## config.mk

```make
export PLATFORM = sky130hd
export DESIGN_NAME = me_mb_scheduler
export DESIGN_NICKNAME = d
export VERILOG_FILES = /design/src/rtl/me_pkg.sv /design/src/rtl/mb_raster_counter.sv /design/src/rtl/me_mb_scheduler.sv
export SDC_FILE = /design/constraint.sdc
export NUM_CORES = 1
export LEC_CHECK = 0
export ABC_AREA = 0
export CORE_MARGIN = 2
export CORE_UTILIZATION = 45
export CTS_BUF_LIST = sky130_fd_sc_hd__clkbuf_4 sky130_fd_sc_hd__clkbuf_8 sky130_fd_sc_hd__clkbuf_16
export CTS_CLUSTER_SIZE = 40
export DETAILED_ROUTE_END_ITERATION = 8
export DONT_BUFFER_PORTS = 1
export GPL_ROUTABILITY_DRIVEN = 0
export SLEW_MARGIN = 20
export SYNTH_ARGS = -nofsm -noshare
export SYNTH_HDL_FRONTEND = slang
export SYNTH_HIERARCHICAL = 1
export SYNTH_SLANG_ARGS = --single-unit
```

## constraint.sdc

```tcl
create_clock -name clk -period 5.22 [get_ports clk]
set_input_delay 1.044 -clock clk [delete_from_list [all_inputs] [get_ports clk]]
set_output_delay 1.044 -clock clk [all_outputs]
set_load 0.02 [all_outputs]
```

## src/rtl/me_pkg.sv

```systemverilog
// Shared types and widths for the HEXBS motion-estimation frame scheduler.
package me_pkg;

  localparam int MV_W        = 6;
  localparam int SAD_W       = 16;
  localparam int ADDR_W      = 12;
  localparam int CFG_W       = 7;
  localparam int MB_SIZE_DEF = 16;

  localparam logic [SAD_W-1:0] SAD_MAX = 16'hFFFF;

  typedef enum logic [2:0] {
    ST_IDLE    = 3'd0,
    ST_LAUNCH  = 3'd1,
    ST_WAIT    = 3'd2,
    ST_EMIT    = 3'd3,
    ST_ADVANCE = 3'd4,
    ST_DONE    = 3'd5
  } me_state_e;

endpackage

```

## src/rtl/mb_raster_counter.sv

```systemverilog
// Raster-order macroblock position: x/y plus a running linear index, one step per advance.
// Latency: registered, updates the cycle after clr_i/adv_i; last_o is combinational on current position.
module mb_raster_counter
  import me_pkg::*;
#(
  parameter int IDXW = 13
) (
  input  logic             clk,
  input  logic             rst_n,
  input  logic             clr_i,
  input  logic             adv_i,
  input  logic [CFG_W-1:0] cfg_w_i,
  input  logic [CFG_W-1:0] cfg_h_i,
  output logic [CFG_W-1:0] mb_x_o,
  output logic [CFG_W-1:0] mb_y_o,
  output logic [IDXW-1:0]  mb_idx_o,
  output logic             last_o
);

  logic [CFG_W-1:0] mb_x_q, mb_x_d;
  logic [CFG_W-1:0] mb_y_q, mb_y_d;
  logic [IDXW-1:0]  mb_idx_q, mb_idx_d;
  logic             x_end;
  logic             y_end;

  assign x_end = (mb_x_q == cfg_w_i - CFG_W'(1));
  assign y_end = (mb_y_q == cfg_h_i - CFG_W'(1));

  always_comb begin
    mb_x_d   = mb_x_q;
    mb_y_d   = mb_y_q;
    mb_idx_d = mb_idx_q;
    if (clr_i) begin
      mb_x_d   = '0;
      mb_y_d   = '0;
      mb_idx_d = '0;
    end else if (adv_i) begin
      // Linear index tracks raster order directly, so no y*w multiply is needed.
      mb_idx_d = mb_idx_q + IDXW'(1);
      if (x_end) begin
        mb_x_d = '0;
        mb_y_d = mb_y_q + CFG_W'(1);
      end else begin
        mb_x_d = mb_x_q + CFG_W'(1);
      end
    end
  end

  always_ff @(posedge clk) begin
    if (!rst_n) begin
      mb_x_q   <= '0;
      mb_y_q   <= '0;
      mb_idx_q <= '0;
    end else begin
      mb_x_q   <= mb_x_d;
      mb_y_q   <= mb_y_d;
      mb_idx_q <= mb_idx_d;
    end
  end

  assign mb_x_o   = mb_x_q;
  assign mb_y_o   = mb_y_q;
  assign mb_idx_o = mb_idx_q;
  assign last_o   = x_end && y_end;

endmodule

```

## src/rtl/me_mb_scheduler.sv

```systemverilog
// Walks a frame's MBs in raster order, drives the ME start/done handshake, streams MV+SAD results; ME_TIMEOUT_EN adds a WAIT watchdog.
// Latency: frame_start->me_start 1 cycle, me_done->res_valid 1 cycle, result handshake->next me_start 2 cycles.
// Backpressure: result payload held while res_ready is low; only i_abort may retract res_valid.
module me_mb_scheduler
  import me_pkg::*;
#(
  parameter int MB_SIZE     = MB_SIZE_DEF,
  parameter int MAX_MB_W    = 120,
  parameter int MAX_MB_H    = 68,
  parameter int IDXW        = 13,
  parameter int TIMEOUT_CYC = 4095
) (
  input  logic                    clk,
  input  logic                    rst_n,
  input  logic                    i_frame_start,
  input  logic                    i_abort,
  input  logic [CFG_W-1:0]        i_cfg_mb_w,
  input  logic [CFG_W-1:0]        i_cfg_mb_h,
  output logic                    o_me_start,
  output logic [ADDR_W-1:0]       o_mb_px_x,
  output logic [ADDR_W-1:0]       o_mb_px_y,
  input  logic                    i_me_done,
  input  logic signed [MV_W-1:0]  i_me_mv_x,
  input  logic signed [MV_W-1:0]  i_me_mv_y,
  input  logic [SAD_W-1:0]        i_me_sad,
  output logic                    o_res_valid,
  input  logic                    i_res_ready,
  output logic [IDXW-1:0]         o_res_mb_idx,
  output logic signed [MV_W-1:0]  o_res_mv_x,
  output logic signed [MV_W-1:0]  o_res_mv_y,
  output logic [SAD_W-1:0]        o_res_sad,
  output logic                    o_busy,
  output logic                    o_frame_done
`ifdef ME_TIMEOUT_EN
  ,
  output logic                    o_timeout
`endif
);

  localparam int               PX_SH   = $clog2(MB_SIZE);
  localparam logic [CFG_W-1:0] MAX_W_C = CFG_W'(MAX_MB_W);
  localparam logic [CFG_W-1:0] MAX_H_C = CFG_W'(MAX_MB_H);

  me_state_e state_q, state_d;

  logic [CFG_W-1:0]       cfg_w_q, cfg_h_q;
  logic [IDXW-1:0]        res_idx_q;
  logic signed [MV_W-1:0] res_mv_x_q, res_mv_y_q;
  logic [SAD_W-1:0]       res_sad_q;

  logic [CFG_W-1:0] mb_x, mb_y;
  logic [IDXW-1:0]  mb_idx;
  logic             mb_last;
  logic             start_acc;
  logic             cfg_zero;
  logic             wait_expired;
  logic             capture_go;

  assign start_acc  = (state_q == ST_IDLE) && i_frame_start && !i_abort;
  assign cfg_zero   = (i_cfg_mb_w == '0) || (i_cfg_mb_h == '0);
  assign capture_go = (state_q == ST_WAIT) && !i_abort && (i_me_done || wait_expired);

  mb_raster_counter #(
    .IDXW(IDXW)
  ) u_raster (
    .clk      (clk),
    .rst_n    (rst_n),
    .clr_i    (start_acc),
    .adv_i    (state_q == ST_ADVANCE),
    .cfg_w_i  (cfg_w_q),
    .cfg_h_i  (cfg_h_q),
    .mb_x_o   (mb_x),
    .mb_y_o   (mb_y),
    .mb_idx_o (mb_idx),
    .last_o   (mb_last)
  );

  always_ff @(posedge clk) begin
    if (!rst_n) state_q <= ST_IDLE;
    else        state_q <= state_d;
  end

  // Abort overrides every other event, including a simultaneous frame start.
  always_comb begin
    state_d = state_q;
    if (i_abort) begin
      state_d = ST_IDLE;
    end else begin
      case (state_q)
        ST_IDLE:    if (i_frame_start) state_d = cfg_zero ? ST_DONE : ST_LAUNCH;
        ST_LAUNCH:  state_d = ST_WAIT;
        ST_WAIT:    if (i_me_done || wait_expired) state_d = ST_EMIT;
        ST_EMIT:    if (i_res_ready) state_d = ST_ADVANCE;
        ST_ADVANCE: state_d = mb_last ? ST_DONE : ST_LAUNCH;
        ST_DONE:    state_d = ST_IDLE;
        default:    state_d = ST_IDLE;
      endcase
    end
  end

  always_comb begin
    o_me_start   = 1'b0;
    o_res_valid  = 1'b0;
    o_frame_done = 1'b0;
    o_busy       = (state_q != ST_IDLE);
    case (state_q)
      ST_LAUNCH: o_me_start   = 1'b1;
      ST_EMIT:   o_res_valid  = !i_abort;
      ST_DONE:   o_frame_done = !i_abort;
      default:   ;
    endcase
  end

  always_ff @(posedge clk) begin
    if (!rst_n) begin
      cfg_w_q    <= '0;
      cfg_h_q    <= '0;
      res_idx_q  <= '0;
      res_mv_x_q <= '0;
      res_mv_y_q <= '0;
      res_sad_q  <= '0;
    end else begin
      if (start_acc) begin
        cfg_w_q <= (i_cfg_mb_w > MAX_W_C) ? MAX_W_C : i_cfg_mb_w;
        cfg_h_q <= (i_cfg_mb_h > MAX_H_C) ? MAX_H_C : i_cfg_mb_h;
      end
      if (capture_go) begin
        res_idx_q <= mb_idx;
        if (i_me_done) begin
          res_mv_x_q <= i_me_mv_x;
          res_mv_y_q <= i_me_mv_y;
          res_sad_q  <= i_me_sad;
        end else begin
          res_mv_x_q <= '0;
          res_mv_y_q <= '0;
          res_sad_q  <= SAD_MAX;
        end
      end
    end
  end

`ifdef ME_TIMEOUT_EN
  localparam int TCW = $clog2(TIMEOUT_CYC + 1);

  logic [TCW-1:0] wait_cnt_q, wait_cnt_d;
  logic           timeout_q, timeout_d;

  assign wait_expired = (state_q == ST_WAIT) && (wait_cnt_q == TCW'(TIMEOUT_CYC - 1));

  always_comb begin
    wait_cnt_d = (state_q == ST_WAIT) ? wait_cnt_q + TCW'(1) : '0;
    timeout_d  = timeout_q;
    if (start_acc)                     timeout_d = 1'b0;
    else if (capture_go && !i_me_done) timeout_d = 1'b1;
  end

  always_ff @(posedge clk) begin
    if (!rst_n) begin
      wait_cnt_q <= '0;
      timeout_q  <= 1'b0;
    end else begin
      wait_cnt_q <= wait_cnt_d;
      timeout_q  <= timeout_d;
    end
  end

  assign o_timeout = timeout_q;
`else
  assign wait_expired = 1'b0;
`endif

  assign o_mb_px_x    = ADDR_W'(mb_x) << PX_SH;
  assign o_mb_px_y    = ADDR_W'(mb_y) << PX_SH;
  assign o_res_mb_idx = res_idx_q;
  assign o_res_mv_x   = res_mv_x_q;
  assign o_res_mv_y   = res_mv_y_q;
  assign o_res_sad    = res_sad_q;

endmodule

```

After elaboration in Yosys (flattened, before gate mapping)
Cells that the tools add are included.
- bitwise gates (word level): 1
- $add $sub $neg: 5
- order comparisons: 2
- reductions and logical operators: 15
- eq/ne operators: 10
- mux-type cells: 15
- operators with widths (kind ; count):
    $mux 7 ; 3
    $mux 16 ; 1
    $mux 3 ; 5
    $pmux 3 s5 ; 1
    $add 7x1->7 const B ; 2
    $eq 7x7->1 ; 2
    $gt 7x7->1 const B ; 2
    $logic_not 7->1 ; 2
    $sub 7x1->7 const B ; 2
    $add 13x1->13 const B ; 1
    $mux 6 ; 2
    $eq 3x2->1 const B ; 2
    $eq 3x3->1 const B ; 2
    $ne 2x2->1 const B ; 3
    $logic_and 1x1->1 ; 5
    $reduce_or 2->1 ; 2
    $eq 3x1->1 const B ; 1
    $logic_not 3->1 ; 1
    $mux 1 ; 3
    $reduce_and 3->1 ; 1
    $reduce_bool 3->1 ; 1
    $reduce_and 2->1 ; 1
    $logic_not 1->1 ; 1
    $logic_or 1x1->1 ; 1
    $not 1->1 ; 1
- register bits: 85
- input bits: 48

Longest topological paths before layout
Gate-level depths: netlist of run 1.
- depth after elaboration: 5
- gate-level depth with buffers: 9
- gate-level depth less buffers: 9

Modules after synthesis
Netlist of run 1, hierarchy kept.
- modules (own cells, without submodules) (module ; seq. area each (um^2) ; instances ; area each (um^2) ; cells each):
    me_mb_scheduler ; 1161.1 ; 1 ; 2282.2 ; 287
    mb_raster_counter ; 540.5 ; 1 ; 1694.1 ; 201

Worst setup path before layout of run 1
OpenSTA, ideal clock, no wires.
- path kind: input port to output port
- start: input i_abort
- end: output o_frame_done
- path slack: 2430 ps
- stages on the path: 1
- arrival: 1746 ps
- path through: nor4bb_1
- cells in the longest elaborated chain, start to end: 2
- RTL lines (what ; line ; RTL):
    start, declared ; me_mb_scheduler.sv:16 ; input logic i_abort,
    $logic_not 1->1 ; me_mb_scheduler.sv:109 ; ST_DONE: o_frame_done = !i_abort;
    $mux 1 ; me_mb_scheduler.sv:106 ; case (state_q)
    end, declared ; me_mb_scheduler.sv:33 ; output logic o_frame_done
No other way between the ends.

Worst setup path after layout of run 1
- start: register cfg_w_q[0]
- end: register state_q[2]
- cells in the longest elaborated chain, start to end: 5
- RTL lines (what ; line ; RTL):
    start, declared ; me_mb_scheduler.sv:46 ; logic [CFG_W-1:0] cfg_w_q, cfg_h_q;
    start signal, assigned ; me_mb_scheduler.sv:124 ; cfg_w_q <= (i_cfg_mb_w > MAX_W_C) ? MAX_W_C : i_cfg_mb_w;
    $sub 7x1->7 ; mb_raster_counter.sv:26 ; assign x_end = (mb_x_q == cfg_w_i - CFG_W'(1));
    $eq 7x7->1 ; mb_raster_counter.sv:26 ;
    $logic_and 1x1->1 ; mb_raster_counter.sv:64 ; assign last_o = x_end && y_end;
    via mb_last ; me_mb_scheduler.sv:53 ; logic mb_last;
    $mux 3 ; me_mb_scheduler.sv:94 ; ST_ADVANCE: state_d = mb_last ? ST_DONE : ST_LAUNCH;
    $pmux 3 s5 ; me_mb_scheduler.sv:89 ; case (state_q)
    end signal, assigned ; me_mb_scheduler.sv:80 ; else state_q <= state_d;
    end, declared ; me_mb_scheduler.sv:44 ; me_state_e state_q, state_d;
The timed path passes the listed nets, and every way through them passes these cells.
A chain may end at the register's enable or synchronous reset.

==> results.yml, run 1 <==
finish:
  drive_gt1_share_pct: 6.88
  area.sequential_sq_mm: 0.00170
  n_antenna_cell: 0
  fillers: 837
  area_growth_pct: 5.19
  multi_input_area_sq_mm: 0.00205
  nNetsFinal: 528
timing:
  fin_crit_ns: 2.86
  fin_crit_sh_pct: 54.8
  relSlewSlack_pct: 39.9
  hold_viol: 0
  tns_ns: 0
  fmax_mhz: 349
  maxSlewViolCount: 0
  skew_ns: 0.00858
  whs_ns: 0.458
  worst_pin_slew_ns: 0.889
  setup_viol: 0
  rsz0062_at_grt: "no"
synth:
  synth-adder-area-share_pct: 1.57
  postSynthCellCount: 488
  yosys.area_share.xor_xnor_pct: 6.80
  synth_cell_types: 57
  synth_seq_cells: 85
  ys_async_sr_fraction_pct: 0
  synth_mux_area_share_pct: 2.01
  netlist_area_sq_mm: 0.00398
  yosysSeqAreaShare_pct: 42.8
  yosys_warnings: 6
  synth_top_family_by_area: "simple AND/OR/NAND/NOR gates"
  synth-compound-area-share_pct: 12.9
  synth-edff-count: 0
  synth-simple-area-share_pct: 27.4
  avgSynthCellArea_sq_um: 8.15
  synth_ff_type: "dfxtp_1"
hold_path:
  min_path_type: "reg2reg"
die:
  die_height_microns: 98
  core-area_sq_mm: 0.00864
  start_util_pct: 46.0
  dieWidth_microns: 98
  rows: 34
  io_pins: 117
  die_area_sq_mm: 0.00960
grt:
  grt_pass1_wl_mm: 14.4
  grt_pass1_vias: 2947
  antenna_found_initial: 0
  grt_max_degree: 58
  gr-total-overflow: 0
  grt_use_total_pct: 18.1
worst_setup_path:
  r2r_slack_ns: 2.36
  startpoint_type: "flop"
  r2r_end: "state_q[2]$_SDFFE_PP0P_"
  end_kind: "flop"
  cp.required_ns: 5.50
  critical_path.max_fanout: 4
  slowest_delay_ns: 0.76
  setup.worst_path.end: "state_q[2]$_SDFFE_PP0P_"
  crit_path_start: "cfg_w_q[0]$_SDFFE_PN0P_"
  crit_chain: "inv_1 > ha_1 > nor3b_2 > xnor2_1 > nor4_1 > nand2_1 > a2111oi_0 > a31oi_1 > a21oi_2"
  reg2reg_from: "cfg_w_q[0]$_SDFFE_PN0P_"
  r2r_cells: 9
  cpMaxStageDelayCell: "a2111oi_0"
  critPathKind: "reg2reg"
  crit_arrival_ns: 3.15
detailed_routing:
  drt_pass1_iterations: 4
  vias: 3185
  drtAntennaViolNets: 0
  drtIter0Drc: 129
  wl_per_cell_microns: 14.8
  drc_errors: 0
  drt_wl_total_mm: 8.69
  vias_per_cell: 5.42
clock_network:
  cts_resized: 0
  hold_buffers: 0
  insertion_delay_ns: 0.35
  clock_path_buffers: 2
  cts_inserted_buffers: 9
  postCtsSetupRepairBufs: 0
  cts_tree: "built"
  path_clk_slew_ns: 0.09
  clock_sinks: 85
  cts.root.buffer_cell: "clkbuf_8"
  htree_levels: 3
power_and_ir_drop:
  p_per_area_mw_per_mm2: 305
  power_leakage_nw: 1.40
  vdd_ir_drop_max_mv: 0.147
status:
  outcome: "complete, no violations"
flow_run:
  cap_violations: 0
place:
  dp_hpwl_mm: 6.04
  port_buffers: 0
[synth_stat cells, drive strengths merged (5+ instances only)]
master	n	area share [%]
inv	11	1.0
a21oi	61	7.8
nor2b	5	0.79
nor4	5	1.3
nand3	9	1.3
ha	5	1.6
xor2	13	2.9
mux2i	8	2.0
nor3	18	2.5
clkbuf	13	1.2
buf	22	3.9
nand4	10	1.6
nor2	22	2.3
nand2b	8	1.3
xnor2	17	3.9
dfxtp	85	43
o21ai	6	0.76
nand2	125	12
[power breakdown]
part / switching, mW / internal (mW)
Clock: 0.247 / 0.280
Sequential: 0.0103 / 0.655
Combinational: 0.0542 / 0.0276
Total: 0.312 / 0.962
[critical path, delay by kind of cell, from the launching register on]
kind            cells  cell delay [ns]
buf+inv             1             0.08
compound gates      3             1.15
fa+ha+maj           1             0.24
xor+xnor            1             0.16
simple gates        3             0.78
flops               1             0.39
[cell type report]
class / instances / area share, %
Sequential cell: 85 / 40.7
Tap cell: 108 / 3.23
Multi-Input combinational cell: 365 / 49.1
Clock buffer: 10 / 3.14
Timing Repair Buffer: 3 / 0.538
Inverter: 11 / 0.987
Clock inverter: 6 / 2.30
[cells by family after synthesis]
| group | Yosys count |
|---|---|
| other | 1 |
| multiplexers | 8 |
| flip-flops | 85 |
| buffers and inverters | 47 |
| adder cells (fa/ha/maj) | 5 |
| AO/OA/AOI/OAI | 87 |
| AND/OR/NAND/NOR | 225 |
| XOR/XNOR | 30 |
[through the flow]
stage / worst slack, ns / util (%) / cells / area [sq um] / power [mW]
2_1_floorplan: 2.43 / - / 497 / 4010 / 0.756
3_3_place_gp: 2.39 / 45.8 / 572 / 3960 / 0.760
3_5_place_dp: 2.33 / 45.8 / 572 / 3960 / 0.762
4_1_cts: 2.39 / 48.4 / 588 / 4180 / 1.29
5_1_grt: 2.20 / 48.4 / 588 / 4180 / 1.32
6_report: 2.36 / 48.4 / 588 / 4180 / 1.27
[registers in the layout (all words and copies together), names as in the netlist]
| register | cells |
|---|---|
| cfg_h_q | 7 |
| cfg_w_q | 7 |
| o_res_mb_idx | 13 |
| o_res_mv_x | 6 |
| o_res_mv_y | 6 |
| o_res_sad | 16 |
| state_q | 3 |
| u_raster/mb_idx_o | 13 |
| u_raster/mb_x_o | 7 |
| u_raster/mb_y_o | 7 |
[placed cells by master (no fill, tap or decap), drive strengths merged, types with 3 or more instances in the layout]
cell | Yosys | final
nand4 | 10 | 10
conb | 1 | 10
clkinv | 0 | 3
clkbuf | 13 | 10
nand3b | 4 | 4
or3 | 4 | 4
nand2b | 8 | 8
o21ai | 6 | 6
xnor2 | 17 | 17
dfxtp | 85 | 85
o211ai | 4 | 4
and4 | 3 | 3
nor2b | 5 | 5
mux2i | 8 | 8
nor4 | 5 | 5
inv | 11 | 11
a21oi | 61 | 61
nand2 | 125 | 125
and3 | 4 | 4
nor2 | 22 | 22
xor2 | 13 | 13
buf | 22 | 3
nand3 | 9 | 9
nor3 | 18 | 18
ha | 5 | 5
[worst min-delay path by stage]
stage	cells past startpoint	to	slack, ns	startpoint
finish	2	o_res_mb_idx[10]$_SDFFE_PN0P_	0.46	u_raster/mb_idx_o[10]$_SDFFE_PP0P_
global route	2	o_res_mb_idx[10]$_SDFFE_PN0P_	0.49	u_raster/mb_idx_o[10]$_SDFFE_PP0P_
CTS	2	o_res_mb_idx[10]$_SDFFE_PN0P_	0.47	u_raster/mb_idx_o[10]$_SDFFE_PP0P_
detailed placement	2	o_res_mb_idx[10]$_SDFFE_PN0P_	0.45	u_raster/mb_idx_o[10]$_SDFFE_PP0P_
global placement	2	o_res_mb_idx[10]$_SDFFE_PN0P_	0.45	u_raster/mb_idx_o[10]$_SDFFE_PP0P_
floorplan	2	cfg_h_q[3]$_SDFFE_PN0P_	0.43	cfg_h_q[3]$_SDFFE_PN0P_
[layer usage]
metal | part of all wire [%] | vias to the layer above | global-route usage (%) | wire (microns)
met5 | 0 | - | 0 | 0
met4 | 1.3 | 0 | 6.84 | 110
met3 | 8.6 | 9 | 5.87 | 748
met2 | 44 | 103 | 28.2 | 3840
met1 | 46 | 1465 | 23.4 | 3990
li1 | - | 1608 | - | -
Note: power is estimated with default switching activity, not from simulation.
==> run 2, diff against run 1 <==
clock period = 2.75 ns   (was 5.22 ns; I/O delays follow)
==> results.yml, run 2 (same netlist as run 1, synthesis figures left out) <==
die:
  rows: 34
  io_pins: 117
  die_area_sq_mm: 0.00960
  dieWidth_microns: 98
  core-area_sq_mm: 0.00864
  die_height_microns: 98
  start_util_pct: 46.0
detailed_routing:
  drc_errors: 0
  drtIter0Drc: 100
  drt_pass1_iterations: 5
  wl_per_cell_microns: 14.3
  vias: 3245
  drt_wl_total_mm: 8.57
  drtAntennaViolNets: 0
  vias_per_cell: 5.41
worst_setup_path:
  crit_arrival_ns: 2.85
  critical_path.max_fanout: 4
  startpoint_type: "flop"
  r2r_end: "state_q[2]$_SDFFE_PP0P_"
  r2r_cells: 9
  end_kind: "flop"
  crit_path_start: "cfg_w_q[0]$_SDFFE_PN0P_"
  cp.required_ns: 3.04
  critPathKind: "reg2reg"
  reg2reg_from: "cfg_w_q[0]$_SDFFE_PN0P_"
  setup.worst_path.end: "state_q[2]$_SDFFE_PP0P_"
  r2r_slack_ns: 0.19
timing:
  fmax_mhz: 391
  fin_crit_sh_pct: 93.0
  tns_ns: 0
  hold_viol: 0
  skew_ns: 0.0102
  fin_ws_ns: 0.193
  worst_pin_slew_ns: 0.744
  fin_crit_ns: 2.56
  rsz0062_at_grt: "no"
  setup_viol: 0
  maxSlewViolCount: 0
  relSlewSlack_pct: 50.0
finish:
  nNetsFinal: 540
  final_cell_mix: "nand2_1, dfxtp_1, a21oi_1, nor2_1, nor3_1"
  layout_commonest_cell: "nand2_1"
  area_growth_pct: 7.05
  n_antenna_cell: 0
  fillers: 823
  largest_reg_flops: 16
  drive_gt1_share_pct: 9.15
  finalNonFillerCells: 600
power_and_ir_drop:
  power_mw: 2.37
  p_per_area_mw_per_mm2: 557
  vdd_ir_drop_max_mv: 0.301
  power_leakage_nw: 1.45
grt:
  grt_max_degree: 57
  met2_usage_pct: 28.5
  grt_most_used_layer: "met2"
  grt_pass1_vias: 2993
  grt_pass1_wl_mm: 14.3
  gr-total-overflow: 0
  met3_usage_pct: 6.01
  antenna_found_initial: 0
  grtUsageMet1_pct: 23.0
  grt_use_total_pct: 18.0
status:
  outcome: "complete, no violations"
hold_path:
  min_path_type: "in2reg"
  hp-start: "i_res_ready"
clock_network:
  cts_inserted_buffers: 9
  insertion_delay_ns: 0.36
  cts_tree: "built"
  clock_path_buffers: 2
  htree_levels: 3
  clock_sinks: 85
  cts.root.buffer_cell: "clkbuf_8"
  path_clk_slew_ns: 0.09
  hold_buffers: 0
place:
  dp_hpwl_mm: 6.17
  port_buffers: 0
  dpl.cell_count: 584
  preCtsSetupSlack_ns: 0.164
flow_run:
  cap_violations: 0
[run 2: layout make-up]
class	count	area [sq um]	share of cell area [%]
multi-input combinational	365	2060	48.3
sequential	85	1700	40.0
tap	108	135	3.17
clock buffer	9	124	2.91
timing repair buffer	15	113	2.65
clock inverter	7	86.3	2.03
inverter	11	41.3	0.970
[run 2: where the power goes]
part | total, mW | internal [mW] | switching (mW)
combinational | 0.160 | 0.0565 | 0.103
sequential | 1.26 | 1.24 | 0.0190
clock | 0.951 | 0.443 | 0.509
[run 2: repair_timing]
| action | 4_1_cts | 5_1_grt |
|---|---|---|
| gates resized for setup | 0 | 1 |
| buffers inserted | 0 | 0 |
| endpoints found under the setup margin | 0 | 1 |
[run 2: worst max-delay path, cell delays in order (launching register included)]
cell and delay (ns):
dfxtp_1 0.39, inv_1 0.08, ha_1 0.25, nor3b_2 0.17, xnor2_1 0.14, nor4_1 0.47
nand2_1 0.11, a2111oi_1 0.54, a31oi_1 0.19, a21oi_2 0.16
[run 2: layer usage]
| layer | wire length, microns | part of all wire (%) | up-vias |
|---|---|---|---|
| met4 | 140 | 1.6 | 0 |
| met2 | 3970 | 46 | 89 |
| met3 | 638 | 7.4 | 10 |
| li1 | - | - | 1630 |
| met1 | 3820 | 45 | 1516 |
| met5 | 0 | 0 | - |
[run 2: how the worst min path moves through the flow]
stage / to / slack (ns) / depth (start not counted)
floorplan: cfg_h_q[3]$_SDFFE_PN0P_ / 0.43 / 2
global placement: o_res_mb_idx[10]$_SDFFE_PN0P_ / 0.45 / 2
detailed placement: o_res_mb_idx[10]$_SDFFE_PN0P_ / 0.45 / 2
CTS: state_q[1]$_SDFFE_PP0P_ / 0.29 / 1
global route: state_q[1]$_SDFFE_PP0P_ / 0.29 / 1
finish: state_q[1]$_SDFFE_PP0P_ / 0.31 / 1
[run 2: per-stage QoR]
step / cell area [sq um] / hold slack [ns] / utilization, %
4_1_cts: 4260 / 0.291 / 49.3
3_5_place_dp: 4050 / 0.455 / 46.8
3_3_place_gp: 4050 / 0.449 / 46.8
5_1_grt: 4260 / 0.290 / 49.3
6_report: 4260 / 0.310 / 49.3
2_1_floorplan: 4010 / 0.431 / -
==> run 3, diff against run 2 <==
==> constraint.sdc (replaced) <==
create_clock -name clk -period 2.54 [get_ports clk]
set_input_delay 0.254 -clock clk [delete_from_list [all_inputs] [get_ports clk]]
set_output_delay 0.254 -clock clk [all_outputs]
set_load 0.02 [all_outputs]
==> results.yml, run 3 (same netlist as run 1, synthesis figures left out) <==
status:
  outcome: "complete, no violations"
timing:
  fin_crit_ns: 2.30
  skew_ns: 0.00909
  rsz0062_at_grt: "no"
  hold_viol: 0
  tns_ns: 0
  fin_ws_ns: 0.244
  relSlewSlack_pct: 49.7
  fmax_mhz: 435
  worst_pin_slew_ns: 0.748
  fin_crit_sh_pct: 90.4
  setup_viol: 0
  maxSlewViolCount: 0
worst_setup_path:
  cp.required_ns: 2.83
  reg2reg_from: "cfg_w_q[0]$_SDFFE_PN0P_"
  r2r_end: "state_q[2]$_SDFFE_PP0P_"
  end_kind: "flop"
  crit_arrival_ns: 2.58
  setup.worst_path.end: "state_q[2]$_SDFFE_PP0P_"
  critical_path.max_fanout: 4
  startpoint_type: "flop"
  crit_path_start: "cfg_w_q[0]$_SDFFE_PN0P_"
  r2r_cells: 9
  critPathKind: "reg2reg"
  r2r_slack_ns: 0.24
finish:
  design_area_sq_mm: 0.00432
  finalNonFillerCells: 607
  final_cell_mix: "nand2_1, dfxtp_1, a21oi_1, nor2_1, buf_4"
  largest_reg_flops: 16
  drive_gt1_share_pct: 10.0
  area_growth_pct: 8.56
  fillers: 833
  n_antenna_cell: 0
  layout_commonest_cell: "nand2_1"
  nNetsFinal: 547
detailed_routing:
  drc_errors: 0
  wl_per_cell_microns: 14.6
  vias: 3206
  drt_wl_total_mm: 8.84
  drt_pass1_iterations: 4
  drtAntennaViolNets: 0
  vias_per_cell: 5.28
  drtIter0Drc: 99
power_and_ir_drop:
  power_leakage_nw: 1.49
  p_per_area_mw_per_mm2: 586
  vdd_ir_drop_max_mv: 0.340
  power_mw: 2.53
place:
  dpl.cell_count: 588
  dp_hpwl_mm: 6.31
  preCtsSetupSlack_ns: 0.105
  port_buffers: 0
  placed_area_sq_mm: 0.00408
die:
  core-area_sq_mm: 0.00864
  die_height_microns: 98
  io_pins: 117
  start_util_pct: 46.0
  rows: 34
  dieWidth_microns: 98
  die_area_sq_mm: 0.00960
clock_network:
  cts_tree: "built"
  postCtsSetupRepairBufs: 0
  clock_sinks: 85
  cts.root.buffer_cell: "clkbuf_8"
  path_clk_slew_ns: 0.09
  insertion_delay_ns: 0.35
  cts_inserted_buffers: 9
  htree_levels: 3
  clock_path_buffers: 2
grt:
  grt_use_total_pct: 18.6
  grt_pass1_vias: 2975
  gr-total-overflow: 0
  antenna_found_initial: 0
  grt_pass1_wl_mm: 14.7
  grt_max_degree: 57
hold_path:
  min_path_type: "in2reg"
flow_run:
  cap_violations: 0
==> run 3: cell types whose count changed in the layout (fill, tap and decap cells not counted) <==
cell	before	now
a2111oi_2	0	1
dlygate4sd3_1	0	3
clkinv_2	0	1
clkinv_4	0	2
buf_4	15	19
inv_6	3	2
a2111oi_1	2	1
inv_8	2	1
clkinvlp_4	1	0
==> run 3: critical path: stages, from the launching register on <==
cell,delay [ns]
dfxtp_1,0.38
inv_1,0.08
ha_1,0.24
nor3b_2,0.17
xnor2_1,0.15
nor4_1,0.38
nand2_1,0.12
a2111oi_2,0.42
a31oi_1,0.16
a21oi_2,0.15
==> run 3: area by class of cell <==
| class | instances | area (sq um) | area share, % |
|---|---|---|---|
| clock buffer | 9 | 124 | 2.87 |
| multi-input combinational | 365 | 2060 | 47.7 |
| clock inverter | 7 | 81.3 | 1.88 |
| timing repair buffer | 22 | 173 | 4.00 |
| sequential | 85 | 1700 | 39.4 |
| tap | 108 | 135 | 3.13 |
| inverter | 11 | 41.3 | 0.957 |
==> run 3: worst min-delay path by stage <==
stage                                      end    startpoint  depth (start not counted)  slack, ns
floorplan              state_q[1]$_SDFFE_PP0P_   i_res_ready                          1       0.37
global route        o_res_sad[14]$_SDFFE_PN0P_  i_me_sad[14]                          2      0.001
CTS                    state_q[1]$_SDFFE_PP0P_   i_res_ready                          1      0.002
detailed placement     state_q[1]$_SDFFE_PP0P_   i_res_ready                          1       0.38
global placement       state_q[1]$_SDFFE_PP0P_   i_res_ready                          1       0.38
finish              o_res_mv_x[2]$_SDFFE_PN0P_  i_me_mv_x[2]                          2       0.03
==> run 3: per-layer routing <==
metal,wire [microns],global-route usage (%),vias to the layer above
met5,0,0,-
met4,128,5.34,0
met3,685,6.87,9
met2,3940,28.7,85
met1,4080,24.5,1463
li1,-,-,1649
==> run 3: through the flow <==
stage	hold slack, ns	utilization (%)
finish	0.0257	50.0
global placement	0.379	47.2
CTS	0.00212	49.6
global route	0.00127	50.0
floorplan	0.371	-
detailed placement	0.375	47.2
==> run 3: repair_timing <==
item                                    CTS  global route
endpoints found under the setup margin    0             1
hold endpoints to repair                  0             3
hold buffers                              0             3
resized for setup                         0             2
==> run 3: report_power, final <==
group | internal [mW] | total (mW) | switching, mW
Sequential | 1.35 | 1.37 | 0.0208
Clock | 0.470 | 0.983 | 0.512
Combinational | 0.0657 | 0.182 | 0.116
